===== src/rtl/alu_seq.sv =====
// Registered N-bit ALU: single-cycle arithmetic/logic/shift ops plus an N-cycle
// restoring divider for DIV/MOD, with held result, flags and a one-cycle done pulse.
module alu_seq #(
  parameter int N = 4
) (
  input  logic         clk,
  input  logic         rst,
  input  logic         start,
  input  logic [3:0]   op,
  input  logic [N-1:0] a,
  input  logic [N-1:0] b,
  output logic         busy,
  output logic         done,
  output logic [N-1:0] result,
  output logic [3:0]   flags
);

  localparam int CW = $clog2(N) + 1;
  localparam logic [3:0] OP_ADD = 4'd0, OP_SUB = 4'd1, OP_DIV = 4'd2, OP_MOD = 4'd3,
                         OP_AND = 4'd4, OP_OR  = 4'd5, OP_XOR = 4'd6, OP_SHL = 4'd7,
                         OP_SHR = 4'd8, OP_ASR = 4'd9;
  localparam logic [N:0] N_VAL = (N+1)'(N);

  typedef enum logic [0:0] {ST_IDLE = 1'b0, ST_DIV = 1'b1} state_t;

  state_t          state_r, state_next_s;
  logic [N-1:0]    quo_r, rem_r, div_r;
  logic [CW-1:0]   cnt_r;
  logic            mod_r;

  logic [N:0]      sum_s, shl_s, shr_s, asr_s, trial_s;
  logic [N-1:0]    diff_s, rem_step_s, quo_step_s;
  logic            start_div_s, last_s, shift_ok_s;
  logic [N-1:0]    alu_res_s, res_next_s;
  logic [3:0]      alu_flg_s, flg_next_s;
  logic            alu_c_s, alu_v_s, alu_legal_s;
  logic            upd_s, load_s, busy_next_s;

  // Z and N flag bits {N, Z} derived from a result word.
  function automatic logic [1:0] nz_bits(input logic [N-1:0] r);
    return {r[N-1], (r == {N{1'b0}})};
  endfunction

  assign sum_s       = {1'b0, a} + {1'b0, b};
  assign diff_s      = a - b;
  assign shl_s       = {1'b0, a} << b;
  assign shr_s       = {a, 1'b0} >> b;
  assign asr_s       = $signed({a, 1'b0}) >>> b;
  assign shift_ok_s  = ({1'b0, b} < N_VAL);
  assign start_div_s = ((op == OP_DIV) || (op == OP_MOD)) && (b != {N{1'b0}});
  assign last_s      = (cnt_r == CW'(N-1));

  // Restoring step: a negative trial (bit N set) keeps the shifted remainder.
  assign trial_s    = {rem_r, quo_r[N-1]} - {1'b0, div_r};
  assign rem_step_s = trial_s[N] ? {rem_r[N-2:0], quo_r[N-1]} : trial_s[N-1:0];
  assign quo_step_s = {quo_r[N-2:0], ~trial_s[N]};

  // Single-cycle result and flags, including the divide-by-zero outcomes.
  always_comb begin
    alu_res_s   = {N{1'b0}};
    alu_c_s     = 1'b0;
    alu_v_s     = 1'b0;
    alu_legal_s = 1'b1;
    case (op)
      OP_ADD: begin
        alu_res_s = sum_s[N-1:0];
        alu_c_s   = sum_s[N];
        alu_v_s   = (a[N-1] == b[N-1]) && (sum_s[N-1] != a[N-1]);
      end
      OP_SUB: begin
        alu_res_s = diff_s;
        alu_c_s   = (a < b);
        alu_v_s   = (a[N-1] != b[N-1]) && (diff_s[N-1] != a[N-1]);
      end
      OP_DIV: begin
        alu_res_s = {N{1'b1}};
        alu_v_s   = 1'b1;
      end
      OP_MOD: begin
        alu_res_s = a;
        alu_v_s   = 1'b1;
      end
      OP_AND: alu_res_s = a & b;
      OP_OR:  alu_res_s = a | b;
      OP_XOR: alu_res_s = a ^ b;
      OP_SHL: begin
        if (shift_ok_s) begin
          alu_res_s = shl_s[N-1:0];
          alu_c_s   = shl_s[N];
        end else begin
          alu_res_s = {N{1'b0}};
        end
      end
      OP_SHR: begin
        if (shift_ok_s) begin
          alu_res_s = shr_s[N:1];
          alu_c_s   = shr_s[0];
        end else begin
          alu_res_s = {N{1'b0}};
        end
      end
      OP_ASR: begin
        if (shift_ok_s) begin
          alu_res_s = asr_s[N:1];
          alu_c_s   = asr_s[0];
        end else begin
          alu_res_s = {N{a[N-1]}};
        end
      end
      default: alu_legal_s = 1'b0;
    endcase
    if (alu_legal_s) begin
      alu_flg_s = {alu_v_s, nz_bits(alu_res_s), alu_c_s};
    end else begin
      alu_flg_s = 4'b0000;
    end
  end

  // State register.
  always_ff @(posedge clk) begin
    if (rst) state_r <= ST_IDLE;
    else     state_r <= state_next_s;
  end

  // Next-state logic.
  always_comb begin
    state_next_s = state_r;
    case (state_r)
      ST_IDLE: begin
        if (start && start_div_s) state_next_s = ST_DIV;
        else                      state_next_s = ST_IDLE;
      end
      ST_DIV: begin
        if (last_s) state_next_s = ST_IDLE;
        else        state_next_s = ST_DIV;
      end
      default: state_next_s = ST_IDLE;
    endcase
  end

  // Output/update decode: what the output registers take at the next edge.
  always_comb begin
    upd_s       = 1'b0;
    load_s      = 1'b0;
    busy_next_s = 1'b0;
    res_next_s  = alu_res_s;
    flg_next_s  = alu_flg_s;
    case (state_r)
      ST_IDLE: begin
        if (start && start_div_s) begin
          load_s      = 1'b1;
          busy_next_s = 1'b1;
        end else if (start) begin
          upd_s = 1'b1;
        end else begin
          upd_s = 1'b0;
        end
      end
      ST_DIV: begin
        res_next_s = mod_r ? rem_step_s : quo_step_s;
        flg_next_s = {1'b0, nz_bits(res_next_s), 1'b0};
        if (last_s) begin
          upd_s = 1'b1;
        end else begin
          busy_next_s = 1'b1;
        end
      end
      default: begin
        upd_s = 1'b0;
      end
    endcase
  end

  // Output and divider registers.
  always_ff @(posedge clk) begin
    if (rst) begin
      busy   <= 1'b0;
      done   <= 1'b0;
      result <= {N{1'b0}};
      flags  <= 4'b0000;
      quo_r  <= {N{1'b0}};
      rem_r  <= {N{1'b0}};
      div_r  <= {N{1'b0}};
      cnt_r  <= {CW{1'b0}};
      mod_r  <= 1'b0;
    end else begin
      busy <= busy_next_s;
      done <= upd_s;
      if (upd_s) begin
        result <= res_next_s;
        flags  <= flg_next_s;
      end
      if (load_s) begin
        quo_r <= a;
        rem_r <= {N{1'b0}};
        div_r <= b;
        cnt_r <= {CW{1'b0}};
        mod_r <= (op == OP_MOD);
      end else if (state_r == ST_DIV) begin
        quo_r <= quo_step_s;
        rem_r <= rem_step_s;
        cnt_r <= cnt_r + {{(CW-1){1'b0}}, 1'b1};
      end
    end
  end

endmodule


===== config.mk =====
export PLATFORM = sky130hd
export DESIGN_NAME = alu_seq
export DESIGN_NICKNAME = d
export VERILOG_FILES = /design/src/rtl/alu_seq.sv
export SDC_FILE = /design/constraint.sdc
export NUM_CORES = 1
export LEC_CHECK = 0
export CAP_MARGIN = 20
export CORE_AREA = 2 2 69 71
export DETAILED_ROUTE_END_ITERATION = 16
export DIE_AREA = 0 0 71 73
export HOLD_SLACK_MARGIN = 0.02
export PLACE_DENSITY = 0.76
export SLEW_MARGIN = 5
export SYNTH_ARGS = -nofsm -noshare
export SYNTH_HDL_FRONTEND = slang
export SYNTH_SLANG_ARGS = --single-unit

===== constraint.sdc =====
create_clock -name clk -period 3.1 [get_ports clk]
set_clock_uncertainty 0.1 [all_clocks]
set_input_delay 0.62 -clock clk [delete_from_list [all_inputs] [get_ports clk]]
set_output_delay 0.62 -clock clk [all_outputs]
set_load 0.02 [all_outputs]

## Word level (Yosys, flattened, before mapping)

Cells that the tools add are included.

| word-level totals | value |
|---|---|
| register bits | 26 |
| bits of input ports | 15 |
| output and inout port bits | 10 |

| cells by class | value |
|---|---|
| add/sub/neg operators | 4 |
| order comparisons | 2 |
| eq/ne operators | 14 |
| shift operators | 3 |
| mux-type cells | 25 |
| bitwise operators | 5 |
| reductions and logical operators | 13 |

Operators by type and width:

| cell | count |
|---|---|
| $mux 4 | 10 |
| $pmux 4 s10 | 1 |
| $eq 4x3->1 const B | 4 |
| $logic_not 4->1 | 3 |
| $mux 1 | 10 |
| $reduce_or 10->1 | 1 |
| $eq 4x2->1 const B | 2 |
| $eq 4x4->1 const B | 2 |
| $add 4x4->5 | 1 |
| $pmux 1 s5 | 1 |
| $shl 4x4->5 | 1 |
| $shr 5x4->5 | 1 |
| $sshr 5x4->5 | 1 |
| $sub 5x4->5 | 1 |
| $and 4x4->4 | 1 |
| $eq 4x1->1 const B | 1 |
| $logic_and 1x1->1 | 4 |
| $lt 4x3->1 const B | 1 |
| $lt 4x4->1 | 1 |
| $or 4x4->4 | 1 |
| $pmux 1 s2 | 2 |
| $reduce_bool 4->1 | 1 |
| $reduce_or 2->1 | 2 |
| $sub 4x4->4 | 1 |
| 9 further kinds | 12 |

## Longest topological paths before layout

Gate-level depths: netlist of run 1.

| depth | value |
|---|---|
| word-level depth | 7 |
| mapped depth | 11 |

## Worst setup path after synthesis of run 1

OpenSTA, ideal clock, no wires.

| timing path | value |
|---|---|
| path kind | input-to-reg |
| from | input port a[0] |
| to | register flags[1] |
| library setup time | 88 ps |
| arrival time | 2633 ps |
| required time | 2912 ps |
| slack | 278 ps |
| stages on the path | 9 |
| path buffers | 0 |
| cells stage by stage | ha_1 -> fa_1 -> nor2b_1 -> o21ai_1 -> a31oi_1 -> nor4_1 -> nand3_1 -> a2111o_1 -> a311oi_2 |

| between the ends | value |
|---|---|
| cells in the longest elaborated chain, start to end | 6 |
| elaborated cells between the ends (all ways) | 15 |
| those cells by class | add/sub: 2; shift: 3; mux: 6; bitwise: 3; reduce/logical: 1 |

Ends and longest elaborated chain:

| item | RTL line | source |
|---|---|---|
| start: declaration | 10 | `input logic [N-1:0] a,` |
| $sshr 5x4->5 (tied with other cells) | 48 | `assign asr_s = $signed({a, 1'b0}) >>> b;` |
| $mux 4 (on tied branches) | 103, 87, 95 |  |
| $pmux 4 s10 * | 64 | `case (op)` |
| $logic_not 4->1 * | 41 | `return {r[N-1], (r == {N{1'b0}})};` |
| $mux 4 * | 112 | `if (alu_legal_s) begin` |
| $mux 4 * | 148 | `case (state_r)` |
| end signal: assignment | 191 | `flags <= flg_next_s;` |
| end: declaration | 15 | `output logic [3:0] flags` |

Every way passes the cells marked *; elsewhere a longest branch is shown, timed or not.
A chain may end at the register's enable or synchronous reset.

## Worst setup path after layout of run 1

| timing path | value |
|---|---|
| from | register quo_r[3] |
| to | register flags[1] |

| between the ends | value |
|---|---|
| cells in the longest elaborated chain, start to end | 5 |
| elaborated cells between the ends (all ways) | 6 |
| those cells by class | add/sub: 1; mux: 3; bitwise: 1; reduce/logical: 1 |

Ends and longest elaborated chain:

| item | RTL line | source |
|---|---|---|
| start: declaration | 27 | `logic [N-1:0] quo_r, rem_r, div_r;` |
| start signal: assignment | 181 | `quo_r <= {N{1'b0}};` |
| start signal: assignment | 200 | `quo_r <= quo_step_s;` |
| $sub 5x4->5 | 54 | `assign trial_s = {rem_r, quo_r[N-1]} - {1'b0, div_r};` |
| $mux 4 or $not 1->1 (tied branches) | 55, 56 |  |
| $mux 4 * | 160 | `res_next_s = mod_r ? rem_step_s : quo_step_s;` |
| $logic_not 4->1 * | 41 |  |
| $mux 4 * | 148 |  |

Marked as above.

==> flow_summary.json, run 1 <==
{
  "synth_warnings": 0,
  "netlist_area_mm2": 0.00235,
  "hp-class": "register to register",
  "vias": 2405,
  "finalMaxSlewViolations": 0,
  "synth_edf_count": 0,
  "grt-ovfl-total": 0,
  "finalHoldViolCount": 0,
  "worst_slew_margin_rel_pct": 59.7,
  "drive_gt1_share_pct": 18.4,
  "slew_of_the_pin_with_the_lowest_slew_margin_ns": 0.603,
  "critical_path_class": "register to register",
  "final_area_mm2": 0.00300,
  "design.final.nets": 392,
  "groute.usage.overall_pct": 24.0,
  "cts_tree": "yes",
  "sequentialPowerShare_pct": 39.6,
  "hold_path_depth": 2,
  "max_cap_viol_count": 0,
  "global_route_wire_length_before_repair_um": 10200,
  "largest_net_degree_at_the_start_of_global_routing": 19,
  "logic_pwr_share_pct": 35.9,
  "reg2regPathDepth": 11,
  "crit_fanout": 6,
  "syn_nets": 338,
  "clk_pin_slew_ns": 0.09,
  "postSynth.topFlopCell": "sky130_fd_sc_hd__dfxtp_1",
  "final_report_setup_violation_count": 0,
  "gp_congestion": 0.934,
  "crit_path_frequent_cell": "sky130_fd_sc_hd__inv_1",
  "initial_antenna_violation_count": 0,
  "synth_cells": 300,
  "vias_per_cell": 5.91,
  "ys_types": 58,
  "family_with_the_most_delay_on_the_worst_path": "simple AND/OR/NAND/NOR gates",
  "async_reset_ff_share_pct": 0,
  "maxClockFrequency_mhz": 334,
  "worst_skew_pair.late_latency_ns": 0.27,
  "timing.final.crit_period_ns": 2.99,
  "tritoncts.num_buffers": 3,
  "setup.worst_path.end_class": "register",
  "drt_first_pass_iters": 7,
  "combined_buffer_and_inverter_count_along_the_critical_path": 2,
  "placement.io_buffers": 24,
  "dieWidth_um": 71,
  "num_antenna_cells": 0,
  "fin_crit_sh_pct": 96.5,
  "drt_iter0_drc": 139,
  "cts_root_buffer": "sky130_fd_sc_hd__clkbuf_8",
  "dp_cells": 401,
  "floorplan.core_area_mm2": 0.00454,
  "pwr-share-clk_pct": 24.4,
  "crit_cells": 11,
  "post_dp_cell_area_mm2": 0.00288,
  "hpwl_um": 4860,
  "fp.dieH_um": 73,
  "synth_sequential_area_ratio_pct": 22.1,
  "die_outline_area_mm2": 0.00518,
  "power.density_cell_area_mw_per_mm2": 298,
  "worstPathRequired_ns": 3.19,
  "finalCoreUtilization_pct": 66.0,
  "avgRoutedWirePerCell_um": 15.0,
  "first_global_vias": 2225,
  "initial_core_util_pct": 51.9,
  "power.share.switching_pct": 31.3,
  "yosys_register_bits": 26,
  "number_of_antenna_violating_nets_in_the_routed_design": 0,
  "floorplan.io_pins": 25,
  "layout.cells.non_filler": 407,
  "status": "finished, final reports clean",
  "slowest_delay_ns": 0.51,
  "leakagePower_nw": 1.31,
  "clock_sink_count": 26,
  "intPower_mw": 0.614,
  "critical_path.cell_chain": "inv_1 -> ha_1 -> inv_1 -> fa_1 -> a211oi_2 -> nor2_2 -> xor2_4 -> mux2i_1 -> a21oi_1 -> or4_1 -> a311oi_2",
  "cts_h_tree_depth": 1,
  "std_cell_rows": 25,
  "netSwitchingPower_mw": 0.280,
  "cts_max_path_buffers": 2,
  "drc": 0,
  "start_kind": "register",
  "critPathSlowestCell": "sky130_fd_sc_hd__or4_1",
  "syn2layout_area_growth_pct": 27.2,
  "cp_data_arrival_time_ns": 3.08,
  "finalHoldWorstSlack_ns": 0.359,
  "drt-total-wl_um": 6100,
  "syn-mean-instance-area_um2": 7.85,
  "max_ir_drop_vdd_uv": 287
}
==> cells in the mapped netlist (2+ instances only) <==
cell type                  count  share of area [%]
sky130_fd_sc_hd__a211o_1       2               0.74
sky130_fd_sc_hd__a211oi_1      5                1.6
sky130_fd_sc_hd__a21o_1        3               0.96
sky130_fd_sc_hd__a21oi_1      20                4.3
sky130_fd_sc_hd__a222oi_1      5                2.1
sky130_fd_sc_hd__a31oi_1       6                1.6
sky130_fd_sc_hd__and3_1        3               0.80
sky130_fd_sc_hd__and3b_1       3                1.1
sky130_fd_sc_hd__buf_2         6                1.3
sky130_fd_sc_hd__buf_6         2               0.96
sky130_fd_sc_hd__clkbuf_1     11                1.8
sky130_fd_sc_hd__dfxtp_1      26                 22
sky130_fd_sc_hd__fa_1          3                2.6
sky130_fd_sc_hd__ha_1         20                 11
sky130_fd_sc_hd__inv_1        19                3.0
sky130_fd_sc_hd__inv_2         2               0.32
sky130_fd_sc_hd__mux2i_1      14                6.0
sky130_fd_sc_hd__mux4_2        2                1.9
sky130_fd_sc_hd__nand2_1      22                3.5
sky130_fd_sc_hd__nand2b_1      2               0.53
sky130_fd_sc_hd__nand3_1       7                1.5
sky130_fd_sc_hd__nor2_1       32                5.1
sky130_fd_sc_hd__nor2b_1      10                2.7
sky130_fd_sc_hd__nor3_1       10                2.1
sky130_fd_sc_hd__nor3b_1       2               0.64
sky130_fd_sc_hd__nor4_1        2               0.53
sky130_fd_sc_hd__o211ai_1      2               0.64
sky130_fd_sc_hd__o21a_1        3               0.96
sky130_fd_sc_hd__o21ai_0      16                3.4
sky130_fd_sc_hd__o21ai_1       3               0.64
sky130_fd_sc_hd__o41ai_1       3                1.1
sky130_fd_sc_hd__or2_1         2               0.53
sky130_fd_sc_hd__or3_1         3               0.80
sky130_fd_sc_hd__xnor2_1       3                1.1
sky130_fd_sc_hd__xor2_1        3                1.1
==> timing repair <==
action                                  4_1_cts  5_1_grt
pin swaps                                     4        8
hold buffers                                  0        0
setup buffers                                 1        1
gates resized for setup                       3        9
endpoints found under the setup margin        1        6
==> layout by cell type, fill, tap and decap left out, types with 2 or more instances in the layout <==
cell type / netlist / final
sky130_fd_sc_hd__a211o_1: 2 / 2
sky130_fd_sc_hd__a211oi_1: 5 / 5
sky130_fd_sc_hd__a21o_1: 3 / 3
sky130_fd_sc_hd__a21oi_1: 20 / 20
sky130_fd_sc_hd__a222oi_1: 5 / 5
sky130_fd_sc_hd__a31oi_1: 6 / 6
sky130_fd_sc_hd__and3_1: 3 / 3
sky130_fd_sc_hd__and3b_1: 3 / 3
sky130_fd_sc_hd__buf_4: 1 / 45
sky130_fd_sc_hd__clkbuf_8: 0 / 4
sky130_fd_sc_hd__clkdlybuf4s50_1: 0 / 20
sky130_fd_sc_hd__dfxtp_1: 26 / 26
sky130_fd_sc_hd__dlymetal6s2s_1: 0 / 4
sky130_fd_sc_hd__fa_2: 0 / 2
sky130_fd_sc_hd__ha_1: 20 / 17
sky130_fd_sc_hd__ha_2: 0 / 3
sky130_fd_sc_hd__inv_1: 19 / 19
sky130_fd_sc_hd__inv_2: 2 / 2
sky130_fd_sc_hd__mux2i_1: 14 / 14
sky130_fd_sc_hd__mux4_2: 2 / 2
sky130_fd_sc_hd__nand2_1: 22 / 22
sky130_fd_sc_hd__nand2b_1: 2 / 2
sky130_fd_sc_hd__nand3_1: 7 / 7
sky130_fd_sc_hd__nor2_1: 32 / 32
sky130_fd_sc_hd__nor2b_1: 10 / 10
sky130_fd_sc_hd__nor3_1: 10 / 10
sky130_fd_sc_hd__nor3b_1: 2 / 2
sky130_fd_sc_hd__o211ai_1: 2 / 2
sky130_fd_sc_hd__o21a_1: 3 / 3
sky130_fd_sc_hd__o21ai_0: 16 / 16
sky130_fd_sc_hd__o21ai_1: 3 / 3
sky130_fd_sc_hd__o41ai_1: 3 / 3
sky130_fd_sc_hd__or2_1: 2 / 2
sky130_fd_sc_hd__or3_1: 3 / 3
sky130_fd_sc_hd__xnor2_1: 3 / 3
sky130_fd_sc_hd__xor2_1: 3 / 3
==> cells by family (layout without fill, tap and decap cells) <==
kind of cell	Yosys count	after routing	share of synthesized area, %
adders and majority gates	23	23	13.2
DFF	26	26	22.1
buffers and inverters	41	94	7.65
muxes	16	16	7.86
AOI/OAI and AO/OA	81	81	23.7
xor gates and xnor gates	7	7	2.92
and+or+nand+nor	106	106	22.6
==> layer usage <==
layer  vias to the layer above  global-route usage [%]  share of wire [%]
met3                        11                    4.01                6.6
met1                      1107                    33.2                 46
met4                         0                    4.82               0.85
met5                         -                       0                  0
met2                        96                    39.9                 46
li1                       1191                       -                  -
==> metrics by stage <==
step,setup TNS [ns],setup WS (ns),power [mW]
4_1_cts,0,0.00398,0.891
6_report,0,0.108,0.894
3_3_place_gp,-0.951,-0.428,0.667
5_1_grt,-0.0355,-0.0355,0.944
3_5_place_dp,-1.30,-0.503,0.672
2_1_floorplan,0,0.278,0.547
==> worst register-to-register path, delay by kind of cell (launching register included) <==
family,cells,cell delay [ns]
compound gates,3,0.62
fa+ha+maj,2,0.56
xor+xnor,1,0.25
simple gates,2,0.64
buf+inv,2,0.11
mux,1,0.32
flops,1,0.33
==> flip-flops by register name, indices dropped and copies added, names as in the netlist <==
| signal | flops |
|---|---|
| flags | 4 |
| mod_r | 1 |
| done | 1 |
| rem_r | 4 |
| result | 4 |
| busy | 1 |
| cnt_r | 3 |
| div_r | 4 |
| quo_r | 4 |
==> power by group through the flow <==
stage	Clock, mW	Combinational [mW]	Sequential, mW
after floorplan	0	0.177	0.371
after global placement	0	0.305	0.362
after detailed placement	0	0.310	0.362
after CTS	0.222	0.315	0.354
after global routing	0.235	0.354	0.356
final	0.218	0.321	0.354
==> area by class of cell <==
class / count / area (um2)
flip-flops and latches: 26 / 520
clock buffers: 4 / 55.1
inverters: 21 / 78.8
fillers: 400 / 1540
well taps: 54 / 67.6
repair buffers: 69 / 588
multi-input cells: 233 / 1690
==> path summary, 6_finish.rpt <==
check / startpoint / endpoint / slack [ns]
worst max-delay path: quo_r[3] / flags[1] / 0.11
worst min register to register: result[2] / result[2] / 0.36
worst min-delay path: result[2] / result[2] / 0.36
worst max register to register: quo_r[3] / flags[1] / 0.11
Note: power is estimated with default switching activity, not from simulation.
==> run 2: changes to the inputs <==
==> constraint.sdc (replaced) <==
create_clock -name clk -period 3.6 [get_ports clk]
set_clock_uncertainty 0.1 [all_clocks]
set_input_delay 0.72 -clock clk [delete_from_list [all_inputs] [get_ports clk]]
set_output_delay 0.72 -clock clk [all_outputs]
set_load 0.02 [all_outputs]
==> run 2 against run 1 <==
Via count is 2.4% lower; wire length decreased by 3.5%; power shrank 17%; combinational power fell by 23%; global-route usage is 0.088 points higher; sequential cell count stayed put; first-iteration DRC count grew 30%; critical path type is now primary input to register; largest cell class unchanged.
==> flow_summary.json, run 2 (synthesized netlist as in run 1, its figures left out) <==
{
  "status": "finished, final reports clean",
  "post-cts-setup-buffers": 0,
  "timing.final.crit_period_ns": 3.29,
  "cts_hold_buf": 0,
  "dieWidth_um": 71,
  "num_antenna_cells": 0,
  "cp_data_arrival_time_ns": 3.38,
  "design.final.nets": 366,
  "cts_root_buffer": "sky130_fd_sc_hd__clkbuf_8",
  "drive_gt1_share_pct": 10.4,
  "pwr-share-clk_pct": 25.7,
  "sequentialPowerShare_pct": 41.2,
  "drc": 0,
  "groute.usage.overall_pct": 24.1,
  "hpwl_um": 4590,
  "largest_net_degree_at_the_start_of_global_routing": 21,
  "global_route_wire_length_before_repair_um": 10100,
  "die_outline_area_mm2": 0.00518,
  "setup.worst_path.end_class": "register",
  "critical_path.cell_chain": "clkdlybuf4s50_1 -> inv_1 -> ha_1 -> fa_1 -> nor2b_1 -> o21ai_1 -> a31oi_1 -> nor4_2 -> nand3_1 -> a2111o_1 -> a311oi_2",
  "critical_path_class": "primary input to register",
  "layout.cells.most_common_list": "sky130_fd_sc_hd__nor2_1, sky130_fd_sc_hd__dfxtp_1, sky130_fd_sc_hd__clkdlybuf4s50_1",
  "finalMaxSlewViolations": 0,
  "max_cap_viol_count": 0,
  "start_kind": "primary input",
  "netSwitchingPower_mw": 0.238,
  "critPathSlowestCell": "sky130_fd_sc_hd__clkdlybuf4s50_1",
  "drt-total-wl_um": 5880,
  "drt_first_pass_iters": 5,
  "grt-ovfl-total": 0,
  "clock_sink_count": 26,
  "cts_max_path_buffers": 2,
  "max_ir_drop_vdd_uv": 203,
  "crit_fanout": 3,
  "tritoncts.num_buffers": 3,
  "number_of_antenna_violating_nets_in_the_routed_design": 0,
  "initial_antenna_violation_count": 0,
  "maxClockFrequency_mhz": 304,
  "logic_pwr_share_pct": 33.1,
  "worst_skew_pair.late_latency_ns": 0.27,
  "slowest_delay_ns": 0.50,
  "power.density_cell_area_mw_per_mm2": 269,
  "cts_resized": 0,
  "hp-class": "register to register",
  "intPower_mw": 0.507,
  "cts_tree": "yes",
  "power.share.switching_pct": 31.9,
  "placement.io_buffers": 24,
  "avgRoutedWirePerCell_um": 15.4,
  "gp_congestion": 0.892,
  "worstPathRequired_ns": 3.70,
  "clk_pin_slew_ns": 0.09,
  "cts_h_tree_depth": 1,
  "finalCoreUtilization_pct": 61.0,
  "drt_iter0_drc": 181,
  "unrepaired_setup_endpoints_after_global_routing": "no",
  "std_cell_rows": 25,
  "floorplan.io_pins": 25,
  "vias": 2348,
  "final_common_cell": "sky130_fd_sc_hd__nor2_1",
  "setup_slack_ns": 0.312,
  "first_global_vias": 2217,
  "fin_setup_tns_ns": 0,
  "vias_per_cell": 6.16,
  "slew_of_the_pin_with_the_lowest_slew_margin_ns": 0.720,
  "fp.dieH_um": 73,
  "finalHoldViolCount": 0,
  "fin_crit_sh_pct": 91.3,
  "dpl_worst_slack_ns": -0.0723,
  "worst_slew_margin_rel_pct": 50.8,
  "floorplan.core_area_mm2": 0.00454,
  "final_report_setup_violation_count": 0,
  "initial_core_util_pct": 51.9,
  "syn2layout_area_growth_pct": 17.4,
  "leakagePower_nw": 1.15
}
[run 2: power by group through the flow]
stage | clock network [mW] | logic, mW | registers, mW
after CTS | 0.196 | 0.244 | 0.307
after floorplan | 0 | 0.152 | 0.319
after global placement | 0 | 0.239 | 0.313
after detailed placement | 0 | 0.243 | 0.314
after global routing | 0.208 | 0.274 | 0.308
final | 0.191 | 0.247 | 0.307
[run 2: cell type report]
class	instances	area [um2]
fill	436	1770
clock buffer	4	55.1
multi-input combinational	233	1660
sequential	26	520
timing repair buffer	43	383
inverter	21	78.8
tap	54	67.6
[run 2: final timing paths]
kind	end	slack, ns	start	depth (start not counted)
worst max-delay path	flags[1]	0.31	a[0]	11
worst min-delay path	result[2]	0.36	result[2]	2
worst max register to register	flags[1]	0.38	quo_r[3]	11
worst min register to register	result[2]	0.36	result[2]	2
[run 2: critical path, delay by kind of cell]
kind	cells	cell delay [ns]
buf+inv	2	0.57
compound gates	4	0.89
simple gates	3	0.49
fa+ha+maj	2	0.70
[run 2: metrics by stage]
| stage | std cells | power [mW] | area (um2) | hold WS [ns] |
|---|---|---|---|---|
| after detailed placement | 377 | 0.556 | 2700 | 0.351 |
| final | 381 | 0.745 | 2770 | 0.362 |
| after CTS | 381 | 0.746 | 2760 | 0.365 |
| after global routing | 381 | 0.790 | 2770 | 0.398 |
| after global placement | 377 | 0.552 | 2700 | 0.338 |
| after floorplan | 300 | 0.471 | 2350 | 0.356 |
[run 2: routing by layer]
layer | wire [um] | track usage [%] | share of wire, %
met3 | 463 | 4.83 | 7.9
met4 | 89 | 5.87 | 1.5
met2 | 2760 | 40.4 | 47
met5 | 0 | 0 | 0
met1 | 2570 | 32.0 | 44
==> run 3: changes to the inputs <==
--- a/config.mk
+++ b/config.mk
@@ -9,6 +9,7 @@
 export CORE_AREA = 2 2 69 71
 export DETAILED_ROUTE_END_ITERATION = 16
 export DIE_AREA = 0 0 71 73
+export GPL_TIMING_DRIVEN = 0
 export HOLD_SLACK_MARGIN = 0.02
 export PLACE_DENSITY = 0.76
 export SLEW_MARGIN = 5
==> run 3 against run 2 <==
Worst setup slack got worse by 0.18 ns; via count decreased by 1.0%; combinational power is 2% lower; sequential cell count unchanged; hold slack got worse by 0.0052 ns; non-clock buffer count fell by 1; sequential share of layout area increased by 0.53 points; first-iteration DRC count grew 64%; highest routed layer unchanged.
==> flow_summary.json, run 3 (synthesized netlist as in run 1, its figures left out) <==
{
  "worstReg2RegEnd": "flags[1]",
  "setup.worst_path.end_class": "register",
  "setup_slack_ns": 0.132,
  "maxClockFrequency_mhz": 288,
  "crit_fanout": 10,
  "dpl_worst_slack_ns": -0.450,
  "slowest_delay_ns": 0.72,
  "std_cell_rows": 25,
  "critical_path_class": "primary input to register",
  "cts_resized": 3,
  "leakagePower_nw": 1.10,
  "post-cts-setup-buffers": 0,
  "drt-total-wl_um": 5950,
  "largest_net_degree_at_the_start_of_global_routing": 14,
  "max_cap_viol_count": 0,
  "power.share.switching_pct": 33.3,
  "hpwl_um": 4560,
  "max_ir_drop_vdd_uv": 183,
  "crit_end": "flags[1]",
  "crit_cells": 10,
  "post_dp_cell_area_mm2": 0.00264,
  "cts_max_path_buffers": 2,
  "cts_tree": "yes",
  "logic_pwr_share_pct": 34.0,
  "timing.final.crit_period_ns": 3.47,
  "vias": 2324,
  "pwr-share-clk_pct": 23.1,
  "total_power_mw": 0.709,
  "power.density_cell_area_mw_per_mm2": 264,
  "family_with_the_most_delay_on_the_worst_path": "compound AO/OA/AOI/OAI gates",
  "finalMaxSlewViolations": 0,
  "drt_first_pass_iters": 5,
  "vias_per_cell": 6.13,
  "final_area_mm2": 0.00269,
  "start_kind": "primary input",
  "first_global_vias": 2061,
  "startpoint": "b[1]",
  "intPower_mw": 0.474,
  "fp.dieH_um": 73,
  "gp_congestion": 0.914,
  "avgRoutedWirePerCell_um": 15.7,
  "worst_skew_pair.late_latency_ns": 0.27,
  "die_outline_area_mm2": 0.00518,
  "floorplan.core_area_mm2": 0.00454,
  "clock_sink_count": 26,
  "groute.usage.overall_pct": 23.5,
  "worst_slew_margin_rel_pct": 50.2,
  "global_route_wire_length_before_repair_um": 9940,
  "drt_iter0_drc": 296,
  "drc": 0,
  "final_report_setup_violation_count": 0,
  "layout.cells.most_common_list": "sky130_fd_sc_hd__nor2_1, sky130_fd_sc_hd__dfxtp_1, sky130_fd_sc_hd__nand2_1",
  "initial_core_util_pct": 51.9,
  "clk_pin_slew_ns": 0.09,
  "slew_of_the_pin_with_the_lowest_slew_margin_ns": 0.729,
  "combined_buffer_and_inverter_count_along_the_critical_path": 3,
  "netSwitchingPower_mw": 0.236,
  "source_of_the_worst_register_to_register_timing_path": "quo_r[3]",
  "dp_cells": 376,
  "grt-ovfl-total": 0,
  "initial_antenna_violation_count": 0,
  "worstPathRequired_ns": 3.69,
  "cts_hold_buf": 0,
  "finalHoldViolCount": 0,
  "hp-class": "register to register",
  "critPathSlowestCell": "sky130_fd_sc_hd__clkdlybuf4s50_1",
  "syn2layout_area_growth_pct": 14.2,
  "cts_h_tree_depth": 1,
  "sequentialPowerShare_pct": 42.9,
  "reg2regPathDepth": 11,
  "fin_crit_sh_pct": 96.3,
  "design.final.nets": 365,
  "status": "finished, final reports clean",
  "floorplan.io_pins": 25,
  "regToRegSetupSlack_ns": 0.42,
  "number_of_antenna_violating_nets_in_the_routed_design": 0,
  "cp_data_arrival_time_ns": 3.56,
  "drive_gt1_share_pct": 7.69,
  "num_antenna_cells": 0,
  "cts_root_buffer": "sky130_fd_sc_hd__clkbuf_8",
  "placement.io_buffers": 22,
  "dieWidth_um": 71,
  "layout.cells.non_filler": 379,
  "critical_path.cell_chain": "clkdlybuf4s50_1 -> clkbuf_2 -> inv_1 -> ha_1 -> a21o_1 -> a31oi_1 -> o31a_1 -> xnor2_1 -> a2111o_1 -> a311oi_2",
  "final_common_cell": "sky130_fd_sc_hd__nor2_1",
  "unrepaired_setup_endpoints_after_global_routing": "no",
  "tritoncts.num_buffers": 3,
  "finalHoldWorstSlack_ns": 0.357
}
[run 3: cell count changes in the layout (fill, tap and decap cells not counted)]
cell                              delta
sky130_fd_sc_hd__buf_2               +6
sky130_fd_sc_hd__clkbuf_8            -1
sky130_fd_sc_hd__clkbuf_1            +9
sky130_fd_sc_hd__buf_4              -18
sky130_fd_sc_hd__clkbuf_2            +2
sky130_fd_sc_hd__dlygate4sd2_1       +2
sky130_fd_sc_hd__clkdlybuf4s50_1     -4
sky130_fd_sc_hd__buf_6               +2
[run 3: routing by layer]
metal | share of wire (%) | track usage, %
met3 | 6.7 | 3.73
met4 | 1.5 | 3.98
met1 | 46 | 33.5
met5 | 0 | 0
met2 | 46 | 38.4
[run 3: layout make-up]
cell class	count	area (um2)
Buffer	20	104
Timing Repair Buffer	22	218
Clock buffer	3	41.3
Sequential cell	26	520
Tap cell	54	67.6
Fill cell	443	1850
Multi-Input combinational cell	233	1660
Inverter	21	78.8
[run 3: worst min-delay path by stage]
stage / slack (ns) / to / start / cells past startpoint
finish: 0.36 / flags[0] / flags[0] / 2
global route: 0.38 / result[2] / result[2] / 2
CTS: 0.36 / result[2] / result[2] / 2
detailed placement: 0.34 / flags[0] / flags[0] / 2
global placement: 0.34 / flags[0] / flags[0] / 2
floorplan: 0.36 / cnt_r[2] / cnt_r[2] / 2
[run 3: per-stage QoR]
stage	utilization, %	setup TNS, ns
floorplan	-	0
global placement	58.3	-0.732
detailed placement	58.3	-0.793
CTS	59.3	0
global route	59.3	0
finish	59.3	0
[run 3: power by group through the flow]
stage | Combinational, mW | Clock [mW] | Sequential [mW]
after floorplan | 0.152 | 0 | 0.319
after global placement | 0.232 | 0 | 0.311
after detailed placement | 0.236 | 0 | 0.311
after CTS | 0.237 | 0.170 | 0.305
after global routing | 0.264 | 0.175 | 0.306
final | 0.241 | 0.164 | 0.305
[run 3: tightest hold or removal path, cell delays in order (launching register included)]
cell	delay, ns
sky130_fd_sc_hd__dfxtp_1	0.33
sky130_fd_sc_hd__nand2_1	0.04
sky130_fd_sc_hd__o21ai_0	0.05
